**config.mk**
```make
export PLATFORM = sky130hd
export DESIGN_NAME = icache_flat
export DESIGN_NICKNAME = d
export VERILOG_FILES = /design/src/rtl/icache_pkg.sv /design/src/rtl/icache_if.sv /design/src/rtl/icache_array.sv /design/src/rtl/icache.sv /design/src/flat_wrapper.sv
export SDC_FILE = /design/constraint.sdc
export NUM_CORES = 2
export LEC_CHECK = 0
export CORE_MARGIN = 1.5
export CORE_UTILIZATION = 30
export CTS_CLUSTER_DIAMETER = 60
export CTS_CLUSTER_SIZE = 12
export DETAILED_ROUTE_END_ITERATION = 12
export MAX_ROUTING_LAYER = met4
export SETUP_SLACK_MARGIN = 0.1
export SYNTH_ARGS = -nofsm -noshare
export SYNTH_HDL_FRONTEND = slang
export SYNTH_MEMORY_MAX_BITS = 65536
export SYNTH_SLANG_ARGS = --single-unit
```
**constraint.sdc**
```tcl
create_clock -name CLOCK -period 36.4 [get_ports CLOCK]
set_input_delay 7.28 -clock CLOCK [delete_from_list [all_inputs] [get_ports CLOCK]]
set_output_delay 7.28 -clock CLOCK [all_outputs]
set_load 0.005 [all_outputs]
```
**src/rtl/icache_pkg.sv**
```systemverilog
// icache_pkg: shared state encoding, line geometry and address field extraction.
package icache_pkg;

    typedef enum logic {IDLE, FILL} state_t;

    localparam int LINE_WORDS = 8;
    localparam int OFFSET_LSB = 2;
    localparam int INDEX_LSB  = 5;

    function automatic logic [2:0] get_offset(logic [31:0] a);
        return a[OFFSET_LSB +: 3];
    endfunction

    function automatic logic [7:0] get_index(logic [31:0] a, int idx_w);
        return 8'((a >> INDEX_LSB) & ((32'd1 << idx_w) - 32'd1));
    endfunction

    function automatic logic [31:0] get_tag(logic [31:0] a, int idx_w);
        return a >> (INDEX_LSB + idx_w);
    endfunction

endpackage

```
**src/rtl/icache_if.sv**
```systemverilog
// icache_if: fetch-side and block-read-side signals of the instruction cache.
interface icache_if;

    logic [31:0]  Address_IN;
    logic         Flush_IN;
    logic [31:0]  Instruction_OUT;
    logic         Stall_OUT;
    logic [31:0]  BlockAddress_OUT;
    logic         BlockRead_OUT;
    logic [255:0] Block_IN;

    modport slave (
        input  Address_IN, Flush_IN, Block_IN,
        output Instruction_OUT, Stall_OUT, BlockAddress_OUT, BlockRead_OUT
    );

    modport master (
        output Address_IN, Flush_IN, Block_IN,
        input  Instruction_OUT, Stall_OUT, BlockAddress_OUT, BlockRead_OUT
    );

endinterface

```
**src/rtl/icache_array.sv**
```systemverilog
// icache_array: valid/tag/data storage with combinational read and single-edge line write.
module icache_array #(
    parameter int NUM_LINES = 16,
    parameter int IDX_W     = 4,
    parameter int TAG_W     = 23
) (
    input  logic             clk,
    input  logic             rst,
    input  logic             flush,
    input  logic [IDX_W-1:0] rd_idx,
    output logic             rd_valid,
    output logic [TAG_W-1:0] rd_tag,
    output logic [255:0]     rd_data,
    input  logic             wr_en,
    input  logic [IDX_W-1:0] wr_idx,
    input  logic [TAG_W-1:0] wr_tag,
    input  logic [255:0]     wr_data
);

    logic [NUM_LINES-1:0] valid;
    logic [TAG_W-1:0]     tags [NUM_LINES];
    logic [255:0]         data [NUM_LINES];

    assign rd_valid = valid[rd_idx];
    assign rd_tag   = tags[rd_idx];
    assign rd_data  = data[rd_idx];

    always_ff @(posedge clk) begin
        if (rst || flush)
            valid <= '0;
        else if (wr_en)
            valid[wr_idx] <= 1'b1;
    end

    // tag/data carry no reset: valid alone decides whether a line is usable
    always_ff @(posedge clk) begin
        if (wr_en) begin
            tags[wr_idx] <= wr_tag;
            data[wr_idx] <= wr_data;
        end
    end

endmodule

```
**src/rtl/icache.sv**
```systemverilog
// icache: direct-mapped instruction cache, zero-latency hits and whole-line refill on miss.
module icache
    import icache_pkg::*;
#(
    parameter int NUM_LINES    = 16,
    parameter int MISS_LATENCY = 4
) (
    input logic     CLOCK,
    input logic     RESET,
    icache_if.slave bus
);

    localparam int IDX_W = $clog2(NUM_LINES);
    localparam int TAG_W = 32 - INDEX_LSB - IDX_W;
    localparam int CNT_W = $clog2(MISS_LATENCY + 1);

    state_t           state, state_nx;
    logic [CNT_W-1:0] cnt;
    logic [26:0]      line_addr;
    logic             rd_valid;
    logic [TAG_W-1:0] rd_tag;
    logic [255:0]     rd_data;
    logic [IDX_W-1:0] idx;
    logic [2:0]       off;
    logic             hit, last, wr_en;

    assign idx   = IDX_W'(get_index(bus.Address_IN, IDX_W));
    assign off   = get_offset(bus.Address_IN);
    assign hit   = state == IDLE && rd_valid && rd_tag == TAG_W'(get_tag(bus.Address_IN, IDX_W));
    assign last  = state == FILL && cnt == CNT_W'(MISS_LATENCY - 1);
    // a flush on the final fill edge must leave the line invalid
    assign wr_en = last && !bus.Flush_IN && !RESET;

    icache_array #(.NUM_LINES(NUM_LINES), .IDX_W(IDX_W), .TAG_W(TAG_W)) u_array (
        .clk     (CLOCK),
        .rst     (RESET),
        .flush   (bus.Flush_IN),
        .rd_idx  (idx),
        .rd_valid(rd_valid),
        .rd_tag  (rd_tag),
        .rd_data (rd_data),
        .wr_en   (wr_en),
        .wr_idx  (IDX_W'(get_index({line_addr, 5'b0}, IDX_W))),
        .wr_tag  (TAG_W'(get_tag({line_addr, 5'b0}, IDX_W))),
        .wr_data (bus.Block_IN)
    );

    always_ff @(posedge CLOCK) begin
        if (RESET) begin
            state <= IDLE;
            cnt   <= '0;
        end else begin
            state <= state_nx;
            cnt   <= state == IDLE ? '0 : cnt + 1'b1;
            if (state == IDLE && !hit)
                line_addr <= bus.Address_IN[31:5];
        end
    end

    always_comb begin
        state_nx = state;
        state_nx = state == IDLE ? (hit ? IDLE : FILL) : (bus.Flush_IN || last ? IDLE : FILL);
    end

    assign bus.Stall_OUT        = !RESET && !hit;
    assign bus.Instruction_OUT  = !RESET && hit ? rd_data[{off, 5'b0} +: 32] : '0;
    assign bus.BlockRead_OUT    = !RESET && state == FILL;
    assign bus.BlockAddress_OUT = bus.BlockRead_OUT ? {line_addr, 5'b0} : '0;

endmodule

```
**src/flat_wrapper.sv**
```systemverilog
// flat-port wrapper written by rule: the top's interface ports become plain ports
module icache_flat import icache_pkg::*;
#(
    parameter int NUM_LINES    = 16,
    parameter int MISS_LATENCY = 4
)
  (CLOCK, RESET, bus_Address_IN, bus_Flush_IN, bus_Block_IN, bus_Instruction_OUT, bus_Stall_OUT, bus_BlockAddress_OUT, bus_BlockRead_OUT);
  icache_if bus_i ();
  input logic CLOCK;
  input logic RESET;
  input wire logic [$bits(bus_i.Address_IN)-1:0] bus_Address_IN;
  input wire logic [$bits(bus_i.Flush_IN)-1:0] bus_Flush_IN;
  input wire logic [$bits(bus_i.Block_IN)-1:0] bus_Block_IN;
  output wire logic [$bits(bus_i.Instruction_OUT)-1:0] bus_Instruction_OUT;
  output wire logic [$bits(bus_i.Stall_OUT)-1:0] bus_Stall_OUT;
  output wire logic [$bits(bus_i.BlockAddress_OUT)-1:0] bus_BlockAddress_OUT;
  output wire logic [$bits(bus_i.BlockRead_OUT)-1:0] bus_BlockRead_OUT;
  assign bus_i.Address_IN = bus_Address_IN;
  assign bus_i.Flush_IN = bus_Flush_IN;
  assign bus_i.Block_IN = bus_Block_IN;
  assign bus_Instruction_OUT = bus_i.Instruction_OUT;
  assign bus_Stall_OUT = bus_i.Stall_OUT;
  assign bus_BlockAddress_OUT = bus_i.BlockAddress_OUT;
  assign bus_BlockRead_OUT = bus_i.BlockRead_OUT;
  icache #(.NUM_LINES(NUM_LINES), .MISS_LATENCY(MISS_LATENCY)) u_core (.CLOCK(CLOCK), .RESET(RESET), .bus(bus_i));
endmodule
```
# [Word-level counts from Yosys, hierarchy flattened]
# Memories as Yosys holds them, arrays and structs flattened.
# Cells that the tools add are included.
[classes] eq_ne=2 muxes=11 shifts=1 n_reduce_logical=17 add_sub_neg=1 bitwise_logic=3 magnitude_cmp=3
[ops] operator="$shiftx 256x9->32" n=1
[ops] operator="$mux 32" n=2
[ops] operator="$eq 23x23->1" n=1
[ops] operator="$or 16x16->16" n=1
[ops] operator="$logic_and 1x1->1" n=10
[ops] operator="$lt 4x5->1 const B" n=2
[ops] operator="$mux 1" n=7
[ops] operator="$bmux 1 s4" n=1
[ops] operator="$demux 1 s4" n=1
[ops] operator="$ge 4x1->1 const B" n=1
[ops] operator="$add 3x1->3 const B" n=1
[ops] operator="$eq 3x2->1 const B" n=1
[ops] operator="$logic_not 1->1" n=3
[ops] operator="$logic_or 1x1->1" n=2
[ops] operator="$not 1->1" n=2
[ops] operator="$reduce_and 2->1" n=1
[ops] operator="$reduce_or 2->1" n=1
[totals] output_inout_bits=66 inputBits=291 mem_count=2 reg_bits=47 elab_cells=44 mem_bits_rw=4464
[mem_list] name="u_core.u_array.data" depth=16 word_bits=256 rd=1 rd_ports_with_merged_regs=0 wr=1 line_no="icache_array.sv:22" source="logic [255:0] data [NUM_LINES];"
[mem_list] name="u_core.u_array.tags" depth=16 word_bits=23 rd=1 rd_ports_with_merged_regs=0 wr=1 line_no="icache_array.sv:21" source="logic [TAG_W-1:0] tags [NUM_LINES];"

# [Logic depth before layout (Yosys ltp)]
[logic_depth] word_depth=7 ltp_mapped=14 depth_no_buf=8

# [Modules after synthesis]
# From an unflattened synthesis, not the netlist that was laid out.
[hier_totals] cells_unflattened=7681 hier_area_um2=171703.4
[by_module_without_submodules] mod="icache_array" n_inst=1 seq_area_each_um2=134368.9 cells_each=7411 area_each_um2=168192.6
[by_module_without_submodules] mod="icache" n_inst=1 seq_area_each_um2=890.9 cells_each=270 area_each_um2=3510.9

# [Least setup slack after synthesis]
# No wires, ideal clock.
[synth_timing] path_kind="input-to-reg" startpoint="input RESET" endpoint="memory u_core.u_array.data[7][0], enable pin" setup_slack_ns=7.019 n_path_buf=0 setup_time_ns=1.321 t_required_ns=35.079 cell_stages=4 arrival_time_ns=28.060 cell_sequence="nor2b_1 and2_1 nand4b_1 nor3b_1"
[synth_via] elab_chain_cells=4
[synth_rtl] item="start: declaration" line_no="flat_wrapper.sv:10" source="input logic RESET;"
[synth_rtl] item="$logic_not 1->1" line_no="icache.sv:32" source="assign wr_en = last && !bus.Flush_IN && !RESET;"
[synth_rtl] item="$logic_and 1x1->1" line_no="icache.sv:32"
[synth_rtl] item="$mux 1" line_no="icache_array.sv:37" source="if (wr_en) begin"
[synth_rtl] item="$mux 1 (not written as such)" line_no="icache_array.sv:39" source="data[wr_idx] <= wr_data;"
[synth_rtl] item="end: declaration" line_no="icache_array.sv:22"
# Every way passes these cells.

# [Worst setup path in the final report]
[layout_timing] startpoint="input bus_Address_IN[6]" endpoint="output bus_Instruction_OUT[0]"
[layout_via] elab_chain_cells=6 elab_cells_between_ends=10 cone_classes="1 x eq/ne; 1 x shift; 3 x mux; 3 x reduce/logical; 2 x memory"
[layout_rtl] item="start: declaration" line_no="flat_wrapper.sv:11" source="input wire logic [$bits(bus_i.Address_IN)-1:0] bus_Address_IN;"
[layout_rtl] item="parallel branches: the longest is 5 deep, another holds $mem_v2 16x256"
[layout_rtl] item="$mux 32 *" line_no="icache.sv:66" source="assign bus.Instruction_OUT = !RESET && hit ? rd_data[{off, 5'b0} +: 32] : '0;"
[layout_rtl] item="end: declaration" line_no="flat_wrapper.sv:14" source="output wire logic [$bits(bus_i.Instruction_OUT)-1:0] bus_Instruction_OUT;"
# Every way passes the cells marked *. The select of a mux whose other input is x is not followed.

==> impl_metrics.toml <==
[final_layout]
nets = 7554
synthToLayoutAreaGrowth_pct = 14.4
drive_above_1_share_pct = 29.1
fillers = 51600

[die]
ios = 357
start_util_pct = 30.1
die-area_um2 = 577000
core-area_um2 = 569000
rows = 277
fp.dieW_um = 759
die_y_um = 759

[power]
ir_worst_vdd_mv = 0.0420
p_per_area_nw_per_um2 = 51.6
net-switching-power_mw = 2.10
power.total_mw = 10.1
sw_frac_of_total_pct = 20.7
share_comb_of_total_power_pct = 4.6
power.internal_mw = 8.04
p_leak_nw = 58.6
sequentialPowerShare_pct = 56.5
power.share.clock_pct = 38.9

[clocking]
post_cts_buffers = 0
tritoncts = "built"
cts_root_buf = "clkbuf_16"
insertion_delay_ns = 1.06
cts_buffers = 425
clock_tree.buffer_depth = 4
htreeDepth = 5
post_cts_resize_count = 0
cts_sinks = 4511
path_clk_slew_ns = 0.06
cts_hold_buf = 0

[route]
ant_nets = 0
via_per_inst = 5.13
num_vias = 76800
first_pass_iters = 7
routedWlPerCell_um = 30.5
drc = 0
wirelength_mm = 456
drt_iter0_drc = 8482

[synthesis]
synth_top_cell_area_share_pct = 78.6
ys_warn_count = 0
syn_inst = 6661
synth_largest_area_cell = "edfxtp_1"
seq_area_frac_synth_pct = 78.8
synth_top_flop_cell = "edfxtp_1"
synth_edf_count = 4491
synth_most_common_cell = "edfxtp_1"
syn_area_um2 = 172000
synthTopCellsByArea = "edfxtp_1 79%, mux4_2 19%, mux2i_1 0.31%"
ys_top_cells_by_count = "4491 x edfxtp_1, 1421 x mux4_2, 107 x clkbuf_1"
postSynth.asyncResetShare_pct = 0
synth-seq-cells = 4511
synth_area_per_cell_um2 = 25.8
synthDistinctLibCells = 55

[worst_setup_path]
critPathCapture = "bus_Instruction_OUT[0]"
critPathRequiredTime_ns = 29.12
start_kind = "input port"
critical_path_class = "in -> out"
cp_max_fo = 68
cp-end-kind = "primary output"
rr_startpoint = "u_core.state"
reg2reg_depth = 9
regToRegSetupSlack_ns = 30.17
cp.arrival_ns = 14.41
startpoint = "bus_Address_IN[6]"
r2r_end = "u_core.u_array.data[11][25]"

[global_route]
grt_use_total_pct = 15.8
grt_pass1_vias = 80200
grt_pass1_wl_mm = 633
busiest_layer = "met2"
grt-ovfl-total = 0
antenna_found_initial = 202
grt_max_degree = 173
use_met2_pct = 24.9
grt_use_met3_pct = 3.50
met1_usage_pct = 21.1

[sta]
setup_tns_ns = 0
finClkSkew_ns = 0.104
finalHoldViolations = 0
fin_crit_sh_pct = 59.6
rsz0062_at_grt = "no"
drv_slew = 0
worst_pin_slew_ns = 1.14
slew_headroom_pct = 23.7
period_needed_ns = 21.69
finalSetupViolCount = 0
fmax_mhz = 46.1

[worst_hold_path]
hp-start = "u_core.cnt[0]"
hold_class = "reg -> reg"
hold-path-cell-count = 1

[place]
gp_congestion = 0.757
dpl.hpwl_mm = 250
io_buffers = 349

[run_status]
run_status = "completed"

[flow_run]
maxCapViolCount = 0
==> layer usage <==
metal  part of all wire [%]  up-vias
met2                     48     3230
met1                     42    42700
li1                       -    30300
met3                    8.0      621
met5                      0        -
met4                    2.3        0
==> critical path, cell delays in order <==
cell             delay (ns)
buf_8                  0.49
buf_4                  0.83
buf_4                  0.74
buf_4                  0.75
buf_4                  0.72
buf_4                  0.87
mux4_2                 0.43
mux4_2                 0.50
mux4_2                 0.61
nand2_1                0.14
a21oi_1                0.17
clkdlybuf4s50_1        0.54
==> worst min-delay path by stage <==
stage | end | slack (ns)
finish | u_core.cnt[0] | 0.43
detailed placement | u_core.cnt[0] | 0.42
floorplan | u_core.cnt[0] | 0.40
global placement | u_core.cnt[0] | 0.43
global route | u_core.cnt[0] | 0.45
CTS | u_core.cnt[0] | 0.43
==> cell type report <==
cell class	instances	area, um^2	area share [%]
diodes	82	205	0.104
clock inverters	45	691	0.352
clock buffers	467	10900	5.54
inverters	5	36.3	0.0185
repair buffers	518	5040	2.57
multi-input cells	1800	34800	17.7
well taps	7533	9430	4.80
flip-flops and latches	4511	135000	68.9
==> through the flow <==
| step | setup slack [ns] | instance area (um^2) | hold slack, ns | std cells | util, % |
|---|---|---|---|---|---|
| final | 14.71 | 196000 | 0.428 | 15000 | 34.5 |
| after global routing | 14.27 | 196000 | 0.452 | 14900 | 34.5 |
| after CTS | 14.57 | 196000 | 0.427 | 14900 | 34.5 |
| after detailed placement | 14.57 | 185000 | 0.419 | 14400 | 32.4 |
| after global placement | 14.66 | 185000 | 0.432 | 14400 | 32.4 |
| after floorplan | 7.02 | 172000 | 0.398 | 6665 | - |
==> cells in the final DEF, fill, tap and decap left out, types with 18 or more instances in the layout <==
| cell type | count |
|---|---|
| edfxtp_1 | 4491 |
| buf_4 | 149 |
| a21oi_2 | 29 |
| clkbuf_16 | 429 |
| diode_2 | 82 |
| mux2i_1 | 53 |
| o21a_1 | 18 |
| and2_1 | 32 |
| buf_12 | 21 |
| nand2b_1 | 38 |
| mux4_2 | 1421 |
| dfxtp_1 | 20 |
| clkbuf_1 | 37 |
| clkdlybuf4s50_1 | 344 |
| nand2_1 | 41 |
==> sequential cells by signal (all words and copies together), names as in the netlist <==
register,count
u_core.u_array.valid,16
u_core.u_array.tags,368
u_core.u_array.data,4096
u_core.line_addr,27
u_core.cnt,3
u_core.state,1
==> power groups by stage <==
stage	Combinational [mW]	Sequential, mW	Clock (mW)
after global placement	0.462	5.83	0
after detailed placement	0.475	5.83	0
after floorplan	0.270	5.83	0
after CTS	0.475	5.72	4.04
final	0.465	5.72	3.95
after global routing	0.495	5.72	4.21
==> cell families (layout without fill, tap and decap cells) <==
family / count (synthesis) / count (layout) / share of synthesized area, %
fa+ha+maj: 2 / 2 / 0.0146
compound gates: 110 / 110 / 0.481
xor+xnor: 22 / 22 / 0.112
flops: 4511 / 4511 / 78.8
mux: 1490 / 1490 / 19.1
buf+inv: 354 / 1035 / 0.980
other cells: 1 / 87 / 0.00218
simple gates: 171 / 171 / 0.552
Power figures use the tool's default switching activity.
